<file path="src/rtl/modulation_timer.sv">
// Per-segment modulation sync index: (SYS_TIME / FREQ_DIV) mod (CYCLE + 1).
// Each segment runs a free-running 130-cycle engine: LATCH, 64-step divide, 64-step modulo, OUT.
`timescale 1ns/1ps
module modulation_timer #(
  parameter int NumSegment = 2
) (
  input  logic        CLK,
  input  logic        RST_N,
  input  logic [63:0] SYS_TIME,
  input  logic [15:0] FREQ_DIV   [NumSegment],
  input  logic [14:0] CYCLE      [NumSegment],
  output logic [14:0] SYNC_IDX   [NumSegment],
  output logic        IDX_UPDATE [NumSegment]
);

  typedef enum logic [1:0] {ST_LATCH, ST_DIV, ST_MOD, ST_OUT} state_t;

  for (genvar g = 0; g < NumSegment; g++) begin : g_seg
    state_t      r_state, w_state;
    logic [5:0]  r_cnt, w_cnt;
    logic [63:0] r_quo, w_quo;
    logic [15:0] r_rem, w_rem;
    logic [15:0] r_div, w_div;
    logic [15:0] r_mod, w_mod;
    logic [14:0] r_idx, w_idx;
    logic        r_upd, w_upd;
    logic [16:0] w_trial;
    logic [15:0] w_den;
    logic [15:0] w_diff;
    logic [15:0] w_step;
    logic        w_ge;

    // One restoring step shared by DIV and MOD; only the denominator differs.
    // A successful subtract always leaves less than the 16-bit denominator,
    // so the 16-bit difference is exact.
    always_comb begin
      w_den   = (r_state == ST_MOD) ? r_mod : r_div;
      w_trial = {r_rem, r_quo[63]};
      w_ge    = (w_trial >= {1'b0, w_den});
      w_diff  = w_trial[15:0] - w_den;
      w_step  = w_ge ? w_diff : w_trial[15:0];
    end

    always_comb begin
      w_state = r_state;
      w_cnt   = r_cnt;
      w_quo   = r_quo;
      w_rem   = r_rem;
      w_div   = r_div;
      w_mod   = r_mod;
      w_idx   = r_idx;
      w_upd   = 1'b0;
      unique case (r_state)
        ST_LATCH: begin
          w_quo   = SYS_TIME;
          w_div   = FREQ_DIV[g];
          w_mod   = {1'b0, CYCLE[g]} + 16'd1;
          w_rem   = '0;
          w_cnt   = '0;
          w_state = ST_DIV;
        end
        ST_DIV: begin
          // The dividend shifts out of the top as quotient bits shift in.
          w_quo = {r_quo[62:0], w_ge};
          w_rem = w_step;
          w_cnt = r_cnt + 6'd1;
          if (r_cnt == 6'd63) begin
            w_rem   = '0;
            w_cnt   = '0;
            w_state = ST_MOD;
          end
        end
        ST_MOD: begin
          w_quo = {r_quo[62:0], 1'b0};
          w_rem = w_step;
          w_cnt = r_cnt + 6'd1;
          if (r_cnt == 6'd63) begin
            w_state = ST_OUT;
          end
        end
        ST_OUT: begin
          // A zero divider would leave an all-ones quotient; publish 0 instead.
          w_idx   = (r_div == 16'd0) ? 15'd0 : r_rem[14:0];
          w_upd   = 1'b1;
          w_cnt   = '0;
          w_state = ST_LATCH;
        end
        default: w_state = ST_LATCH;
      endcase
    end

    always_ff @(posedge CLK or negedge RST_N) begin
      if (!RST_N) begin
        r_state <= ST_LATCH;
        r_cnt   <= '0;
        r_quo   <= '0;
        r_rem   <= '0;
        r_div   <= '0;
        r_mod   <= '0;
        r_idx   <= '0;
        r_upd   <= 1'b0;
      end else begin
        r_state <= w_state;
        r_cnt   <= w_cnt;
        r_quo   <= w_quo;
        r_rem   <= w_rem;
        r_div   <= w_div;
        r_mod   <= w_mod;
        r_idx   <= w_idx;
        r_upd   <= w_upd;
      end
    end

    assign SYNC_IDX[g]   = r_idx;
    assign IDX_UPDATE[g] = r_upd;
  end

endmodule

</file>
<file path="config.mk">
export PLATFORM = sky130hd
export DESIGN_NAME = modulation_timer
export DESIGN_NICKNAME = d
export VERILOG_FILES = /design/src/rtl/modulation_timer.sv
export SDC_FILE = /design/constraint.sdc
export NUM_CORES = 1
export LEC_CHECK = 0
export CAP_MARGIN = 20
export CORE_ASPECT_RATIO = 1.4
export CORE_MARGIN = 3
export CORE_UTILIZATION = 55
export CTS_CLUSTER_SIZE = 30
export DETAILED_ROUTE_END_ITERATION = 10
export PLACE_DENSITY = 0.86
export SYNTH_ARGS = -nofsm -noshare
export SYNTH_HDL_FRONTEND = slang
export SYNTH_SLANG_ARGS = --single-unit
</file>
<file path="constraint.sdc">
create_clock -name CLK -period 6.7 [get_ports CLK]
set_input_delay 0.67 -clock CLK [delete_from_list [all_inputs] [get_ports CLK]]
set_output_delay 0.67 -clock CLK [all_outputs]
set_load 0.02 [all_outputs]
</file>
### Yosys cells after proc, flatten, opt, wreduce, memory -nomap -nowiden

Index checks and enable logic that the tools add are counted.

* word-level logic and storage cells: 70
* bits of input ports: 128
* bits in registers: 272
* output and inout port bits: 32

* reductions and logical operators: 10
* multiplexer cells: 24
* $add $sub $neg: 6
* magnitude comparators: 2
* equality and inequality tests: 12

Operator list (number)
* 64-bit case mux with 3 select lines: 2
* 16-bit two-way mux: 6
* 16-bit case mux with 3 select lines: 2
* 6-bit case mux with 3 select lines: 2
* 17-bit by 16-bit >= comparator with 1-bit output: 2
* 15-bit by 1-bit adder with 16-bit output, second input constant: 2
* 16-bit zero test: 2
* 16-bit subtractor: 2
* 15-bit two-way mux: 2
* 2-bit case mux with 4 select lines: 2
* 6-bit by 1-bit adder with 6-bit output, second input constant: 2
* 6-bit equality test, second input constant: 2
* 6-bit two-way mux: 2
* 2-bit equality test, second input constant: 4
* 2-bit two-way mux: 4
* 3-bit nonzero test: 2
* 2-bit by 1-bit equality test with 1-bit output, second input constant: 2
* 2-bit zero test: 2
* 2-bit by 1-bit inequality test with 1-bit output, second input constant: 2
* 2-bit inequality test, second input constant: 2
* 2-bit AND reduction: 2
* 2-bit OR reduction: 2
* 1-bit two-way mux: 2

### Longest topological paths before layout

Gate-level depths: netlist (run 1).

* depth in word-level cells: 6
* depth in mapped cells: 15
* depth with buffers taken out: 12

### Worst setup path before layout (run 1)

OpenSTA, ideal clock, no wires.

* kind: register -> register
* start: reg g_seg[0].r_state[0]
* end: reg g_seg[0].r_rem[8]
* arrival time: 3.562 ns
* library setup time: 0.129 ns
* clock period less this slack: 3.691 ns
* data required time: 6.571 ns
* cell stages (with the launch flop): 15
* path slack: 3.009 ns
* path buffers: 3
* cell sequence: dfrtp_1 inv_1 ha_1 clkbuf_1 clkbuf_1 mux2i_1 ha_1 a211o_1 or3_4 nor3_4 o41ai_4 a211oi_4 buf_4 mux2i_1 o21ai_1

* cells in the longest elaborated chain, start to end: 6
* elaborated cells between the ends (all ways): 10
* classes of those cells: add/sub (1); order compare (1); eq/ne (2); mux (4); reduce/logical (2)

Ends and longest elaborated chain
* start, declared: line 19 `state_t r_state, w_state;`
* start signal, assigned: line 103 `r_state <= w_state;`
* 2-bit equality test: line 37, 53
* 16-bit two-way mux: line 37 `w_den = (r_state == ST_MOD) ? r_mod : r_div;`
* 16-bit subtractor / 17-bit by 16-bit >= comparator with 1-bit output (equally long branches): line 40, 39
* 16-bit two-way mux: line 41 `w_step = w_ge ? w_diff : w_trial[15:0];`
* 16-bit two-way mux: line 67 `if (r_cnt == 6'd63) begin`
* 16-bit case mux with 3 select lines: line 53 `unique case (r_state)`
* end signal, assigned: line 106 `r_rem <= w_rem;`
* end, declared: line 22 `logic [15:0] r_rem, w_rem;`

Parallel ways exist; a longest one is shown, timed or not.
A chain may end at the register's enable or synchronous reset.

### Worst setup path after layout (run 1)

* start: reg g_seg[0].r_state[0]
* end: reg g_seg[0].r_rem[15]

The elaborated chain is that of the path after synthesis.

==> results_dict.tcl, run 1 <==
set metrics [dict create \
    setup_viol 0 \
    grt_antenna_before_repair 0 \
    rr_startpoint "g_seg[0].r_state[0]" \
    drv_cap 0 \
    async_flop_share_pct 100.0 \
    place_congestion 0.9709 \
    cpPeakStageDelay_ns 0.94 \
    crit_path_start_kind "register" \
    fin_worst_skew_ns 0.01430 \
    drive_gt1_share_pct 7.138 \
    worst_slack_ns 2.254 \
    routed_wl_microns 34420 \
    worstPathArrival_ns 4.86 \
    drt.antenna.violating_nets 0 \
    drt_iter0_drc 857 \
    p_int_mw 3.631 \
    worstSetupPathType "register to register" \
    cts_hold_buffers 0 \
    grt_pass1_wl_microns 57060 \
    synth.net_count 1568 \
    dominantRegCellSynth "dfrtp_1" \
    finalCriticalPeriod_ns 4.446 \
    grt_max_degree 143 \
    clock_sinks 272 \
    ctsResizeCount 0 \
    setup_tns_ns 0 \
    die_y_microns 193.5 \
    crit_slowest_cell "a211oi_4" \
    layout_commonest_cell "dfrtp_1" \
    first_global_vias 11577 \
    ir_drop_v 0.0002661 \
    power.total_mw 5.476 \
    synth-edff-count 0 \
    slew_headroom_pct 26.92 \
    io_buffer_count 159 \
    max_freq_mhz 224.9 \
    end_kind "register" \
    start_util_pct 55.98 \
    worstReg2RegEnd "g_seg[0].r_rem[15]" \
    cts_max_path_buffers 3 \
    dp_hpwl_microns 23330 \
    drtPass1Iterations 5 \
    slew_violations 0 \
    grtUsageTotal_pct 24.98 \
    hold_violations 0 \
    overflow 0 \
    synth_seq_area_share_pct 49.28 \
    rsz0062_at_grt "no" \
    sw_frac_of_total_pct 33.69 \
    multi_input_area_sq_um 6583 \
    tritoncts "built" \
    root_buffer "clkbuf_16" \
    cts_setup_buffers 0 \
    rows 68 \
    preCtsSetupSlack_ns 2.270 \
    min_path_type "input port to asynchronous set/reset pin" \
    fp.dieW_microns 139.9 \
    p_comb_share_pct 30.7 \
    period_share_pct 66.36 \
    syn_area_sq_um 13810 \
    ff_latch_area_sq_um 6807 \
    area_growth_pct 19.54 \
    viasPerCell 6.134 \
    core_area_sq_um 24670 \
    pwr-share-clk_pct 27.2 \
    pwr-share-seq_pct 42.1 \
    ff2ff_path_depth 11 \
    startpoint "g_seg[0].r_state[0]" \
    crit_end "g_seg[0].r_rem[15]" \
    die_area_sq_um 27080 \
    clk_latency_ns 0.54 \
    detail_route.wl_per_cell_microns 18.69 \
    drc 0 \
    final_cell_mix "dfrtp_1, nand2_1, o21ai_0" \
    power_density_nw_per_um2 331.6 \
    cts-buffers-inserted 27 \
    cp_common_cell "ha_1" \
    vias 11299 \
    cp_max_fo 21 \
    syn_inst 1392 \
    cp_cell_sequence "inv_1, ha_1, mux2i_1, ha_1, a211o_1, or3_4, nor3_4, o41ai_4, a211oi_4, nand2b_1, o21ai_0" \
    filler_cell_count 1849 \
    tightest_slew_ns 1.093 \
    power.switching_mw 1.845 \
    path_clk_slew_ns 0.06 \
    power_leakage_nw 6.881 \
    critPathRequiredTime_ns 7.12 \
    synth_warnings 0 \
    nNetsFinal 1682 \
    synth_cell_types 63 \
    ys_ff_latch 272 \
    syn_area_per_cell_sq_um 9.923 \
    status "complete, no violations" \
    antennaDiodeCount 0 \
    htreeDepth 1 \
    rrSetupSlack_ns 2.25 \
    io_pins 160 \
]
-- layout make-up --
type / count / share of cell area (%)
repair buffers: 174 / 10.59
inverters: 30 / 0.6820
clock inverters: 13 / 0.8714
well taps: 315 / 2.387
clock buffers: 37 / 4.380
flip-flops and latches: 272 / 41.22
multi-input cells: 1001 / 39.87
-- layer usage --
| layer | vias to the layer above | wire length (microns) | GRT usage (%) | share of wire (%) |
|---|---|---|---|---|
| li1 | 5315 | - | - | - |
| met1 | 5498 | 13410 | 31.58 | 39 |
| met2 | 402 | 17710 | 43.82 | 51 |
| met3 | 84 | 1953 | 2.819 | 5.7 |
| met4 | 0 | 1358 | 9.803 | 3.9 |
| met5 | - | 0 | 0 | 0 |
-- critical path, delay by kind of cell (launching register included) --
family / cells / cell delay, ns
AO/OA/AOI/OAI: 4 / 1.49
adder cells (fa/ha/maj): 2 / 1.14
buffers and inverters: 1 / 0.12
flip-flops: 1 / 0.46
multiplexers: 1 / 0.29
AND/OR/NAND/NOR: 3 / 0.82
-- how the worst min path moves through the flow --
stage	startpoint	to
2_1_floorplan	RST_N	g_seg[0].r_cnt[0]
3_3_place_gp	g_seg[1].r_cnt[0]	g_seg[1].r_cnt[0]
3_5_place_dp	g_seg[0].r_cnt[0]	g_seg[0].r_cnt[0]
4_1_cts	RST_N	g_seg[1].r_quo[13]
5_1_grt	RST_N	g_seg[0].r_quo[13]
6_report	RST_N	g_seg[0].r_quo[13]
-- flip-flops by register name, summed over array words and instances, names as in the netlist --
name,count
g_seg.r_cnt,12
g_seg.r_div,32
g_seg.r_idx,30
g_seg.r_mod,32
g_seg.r_quo,128
g_seg.r_rem,32
g_seg.r_state,4
g_seg.r_upd,2
-- cells by family after synthesis --
kind of cell / share of synthesized area, %
XOR/XNOR: 3.107
flip-flops: 49.28
multiplexers: 6.069
AO/OA/AOI/OAI: 22.09
AND/OR/NAND/NOR: 11.59
buffers and inverters: 3.415
adder cells (fa/ha/maj): 4.457
-- Yosys cell counts (10+ instances only) --
| cell | count | area, sq um |
|---|---|---|
| ha_1 | 46 | 575.6 |
| nor3_1 | 12 | 60.06 |
| nor2_1 | 77 | 289.0 |
| nand3_1 | 39 | 195.2 |
| nor4_1 | 10 | 62.56 |
| nand4_1 | 10 | 62.56 |
| nand2_1 | 177 | 664.4 |
| xor2_1 | 18 | 157.7 |
| inv_1 | 30 | 112.6 |
| a21oi_1 | 52 | 260.3 |
| xnor2_1 | 31 | 271.5 |
| o311ai_0 | 12 | 105.1 |
| mux2i_1 | 41 | 410.4 |
| clkbuf_1 | 81 | 304.0 |
| a22o_1 | 32 | 280.3 |
| a22oi_1 | 124 | 930.9 |
| and3_1 | 10 | 62.56 |
| o21ai_0 | 166 | 830.8 |
| mux2_2 | 38 | 427.9 |
| dfrtp_1 | 272 | 6807 |
-- metrics by stage --
stage | util [%] | std cells | hold WS, ns | area, sq um
4_1_cts | 66.75 | 1840 | 0.2713 | 16470
5_1_grt | 66.92 | 1842 | 0.3116 | 16510
2_1_floorplan | - | 1392 | 0.3744 | 13810
3_3_place_gp | 63.24 | 1790 | 0.4455 | 15600
3_5_place_dp | 63.24 | 1790 | 0.4575 | 15600
6_report | 66.92 | 1842 | 0.2124 | 16510
-- power by group through the flow --
stage / logic (mW) / clock network (mW) / registers [mW]
after global placement: 1.58 / 0 / 2.31
after detailed placement: 1.65 / 0 / 2.32
after floorplan: 1.27 / 0 / 2.21
final: 1.68 / 1.49 / 2.30
after global routing: 1.89 / 1.58 / 2.34
after CTS: 1.66 / 1.52 / 2.29
Note: power is estimated with default switching activity, not from simulation.
==> run 2, diff against run 1 <==
==> constraint.sdc (replaced) <==
create_clock -name CLK -period 4.1 [get_ports CLK]
set_input_delay 0.41 -clock CLK [delete_from_list [all_inputs] [get_ports CLK]]
set_output_delay 0.41 -clock CLK [all_outputs]
set_load 0.02 [all_outputs]
==> results_dict.tcl, run 2 (synthesis results as in run 1) <==
set metrics [dict create \
    status "complete, no violations" \
    clock_sinks 272 \
    grt_pass1_wl_microns 56750 \
    tightest_slew_ns 1.108 \
    design_area_sq_um 16530 \
    worstSetupPathType "register to register" \
    nNetsFinal 1690 \
    ff_latch_area_sq_um 6807 \
    power_leakage_nw 6.913 \
    power.total_mw 8.850 \
    period_share_pct 91.47 \
    drv_cap 0 \
    top_register "g_seg.r_quo" \
    drtPass1Iterations 5 \
    multi_input_area_sq_um 6575 \
    ctsResizeCount 0 \
    placed_area_sq_um 15660 \
    viasPerCell 6.072 \
    rows 68 \
    fin_hold_ws_ns 0.4710 \
    p_int_mw 5.893 \
    end_kind "register" \
    first_global_vias 11479 \
    grt_max_degree 130 \
    p_comb_share_pct 31.2 \
    routed_wl_microns 34510 \
    max_freq_mhz 266.7 \
    drive_gt1_share_pct 7.371 \
    power_density_nw_per_um2 535.4 \
    clk_latency_ns 0.54 \
    drt_iter0_drc 786 \
    drc 0 \
    path_clk_slew_ns 0.06 \
    htreeDepth 1 \
    cp_max_fo 31 \
    grt_antenna_before_repair 2 \
    final_cell_mix "dfrtp_1, nand2_1, o21ai_0" \
    crit_path_start_kind "register" \
    io_pins 160 \
    cts_max_path_buffers 3 \
    min_path_type "register to register" \
    ir_drop_v 0.0004501 \
    drt.antenna.violating_nets 0 \
    sw_frac_of_total_pct 33.41 \
    setup_tns_ns 0 \
    worstPathArrival_ns 4.10 \
    hold_violations 0 \
    slew_headroom_pct 26.14 \
    die_area_sq_um 27080 \
    filler_cell_count 1887 \
    overflow 0 \
    power.switching_mw 2.957 \
    pwr-share-seq_pct 42.5 \
    fin_worst_skew_ns 0.01479 \
    setup_viol 0 \
    place_congestion 0.9546 \
    finalCriticalPeriod_ns 3.750 \
    vias 11233 \
    tritoncts "built" \
    start_util_pct 55.98 \
    dp_hpwl_microns 24040 \
    area_growth_pct 19.66 \
    rsz0062_at_grt "no" \
    core_area_sq_um 24670 \
    root_buffer "clkbuf_16" \
    layout_commonest_cell "dfrtp_1" \
    io_buffer_count 159 \
    largest_reg_flops 128 \
    die_y_microns 193.5 \
    grtUsageTotal_pct 25.01 \
    slew_violations 0 \
    cts-buffers-inserted 26 \
    detail_route.wl_per_cell_microns 18.65 \
    pwr-share-clk_pct 26.3 \
    critPathRequiredTime_ns 4.45 \
    fp.dieW_microns 139.9 \
]
[run 2: metrics by stage]
| stage | instances | utilization [%] | setup WS, ns |
|---|---|---|---|
| finish | 1850 | 66.99 | 0.3498 |
| global route | 1850 | 66.99 | 0.03538 |
| CTS | 1847 | 66.87 | 0.3560 |
| floorplan | 1392 | - | 0.4093 |
| global placement | 1799 | 63.48 | 0.5487 |
| detailed placement | 1799 | 63.48 | 0.3736 |
[run 2: critical path, stage by stage (launching register included)]
cell	delay, ns
dfrtp_1	0.43
inv_1	0.13
ha_1	0.53
mux2i_1	0.25
ha_1	0.31
a21o_1	0.20
a21oi_1	0.28
o21ai_0	0.28
o311a_1	0.45
a21oi_2	0.14
buf_4	0.30
a2bb2oi_1	0.17
o21ai_0	0.09
[run 2: repair_timing]
| action | CTS | global route |
|---|---|---|
| hold buffers | 1 | 0 |
| endpoints found under the setup margin | 0 | 0 |
| setup buffers | 0 | 0 |
| endpoints found under the hold margin | 2 | 0 |
[run 2: metal layers]
layer | wire (microns) | share of wire [%] | global-route usage [%]
met5 | 0 | 0 | 0
met4 | 1542 | 4.5 | 10.88
met2 | 17490 | 51 | 42.96
met3 | 1564 | 4.5 | 2.671
met1 | 13910 | 40 | 32.09
[run 2: worst paths after layout]
kind | from | endpoint | slack, ns | depth (start not counted)
max | g_seg[1].r_state[0] | g_seg[1].r_quo[0] | 0.35 | 12
min | g_seg[0].r_cnt[0] | g_seg[0].r_cnt[0] | 0.47 | 1
max reg2reg | g_seg[1].r_state[0] | g_seg[1].r_quo[0] | 0.35 | 12
min reg2reg | g_seg[0].r_cnt[0] | g_seg[0].r_cnt[0] | 0.47 | 1
max in group asynchronous | RST_N | g_seg[1].r_idx[11] | 2.54 | 3
min in group asynchronous | RST_N | g_seg[0].r_idx[11] | 0.54 | 2
[run 2: final cells by class]
class	instances	share of cell area, %
Sequential cell	272	41.18
Multi-Input combinational cell	1001	39.78
Timing Repair Buffer	183	10.95
Clock buffer	40	4.557
Tap cell	315	2.384
Inverter	30	0.6813
Clock inverter	7	0.4466
Antenna cell	2	0.03028
[run 2: power by group through the flow]
stage	registers [mW]	clock network, mW	logic (mW)
2_1_floorplan	3.61	0	2.08
3_3_place_gp	3.77	0	2.64
3_5_place_dp	3.79	0	2.73
4_1_cts	3.75	2.38	2.75
5_1_grt	3.82	2.48	3.09
6_report	3.76	2.33	2.76
==> run 3, diff against run 2 <==
--- a/config.mk
+++ b/config.mk
@@ -12,6 +12,7 @@
 export CTS_CLUSTER_SIZE = 30
 export DETAILED_ROUTE_END_ITERATION = 10
 export PLACE_DENSITY = 0.86
+export SKIP_LAST_GASP = 1
 export SYNTH_ARGS = -nofsm -noshare
 export SYNTH_HDL_FRONTEND = slang
 export SYNTH_SLANG_ARGS = --single-unit
==> results of run 3 <==
No change in the layout: final DEF, timing and power equal those of run 2.
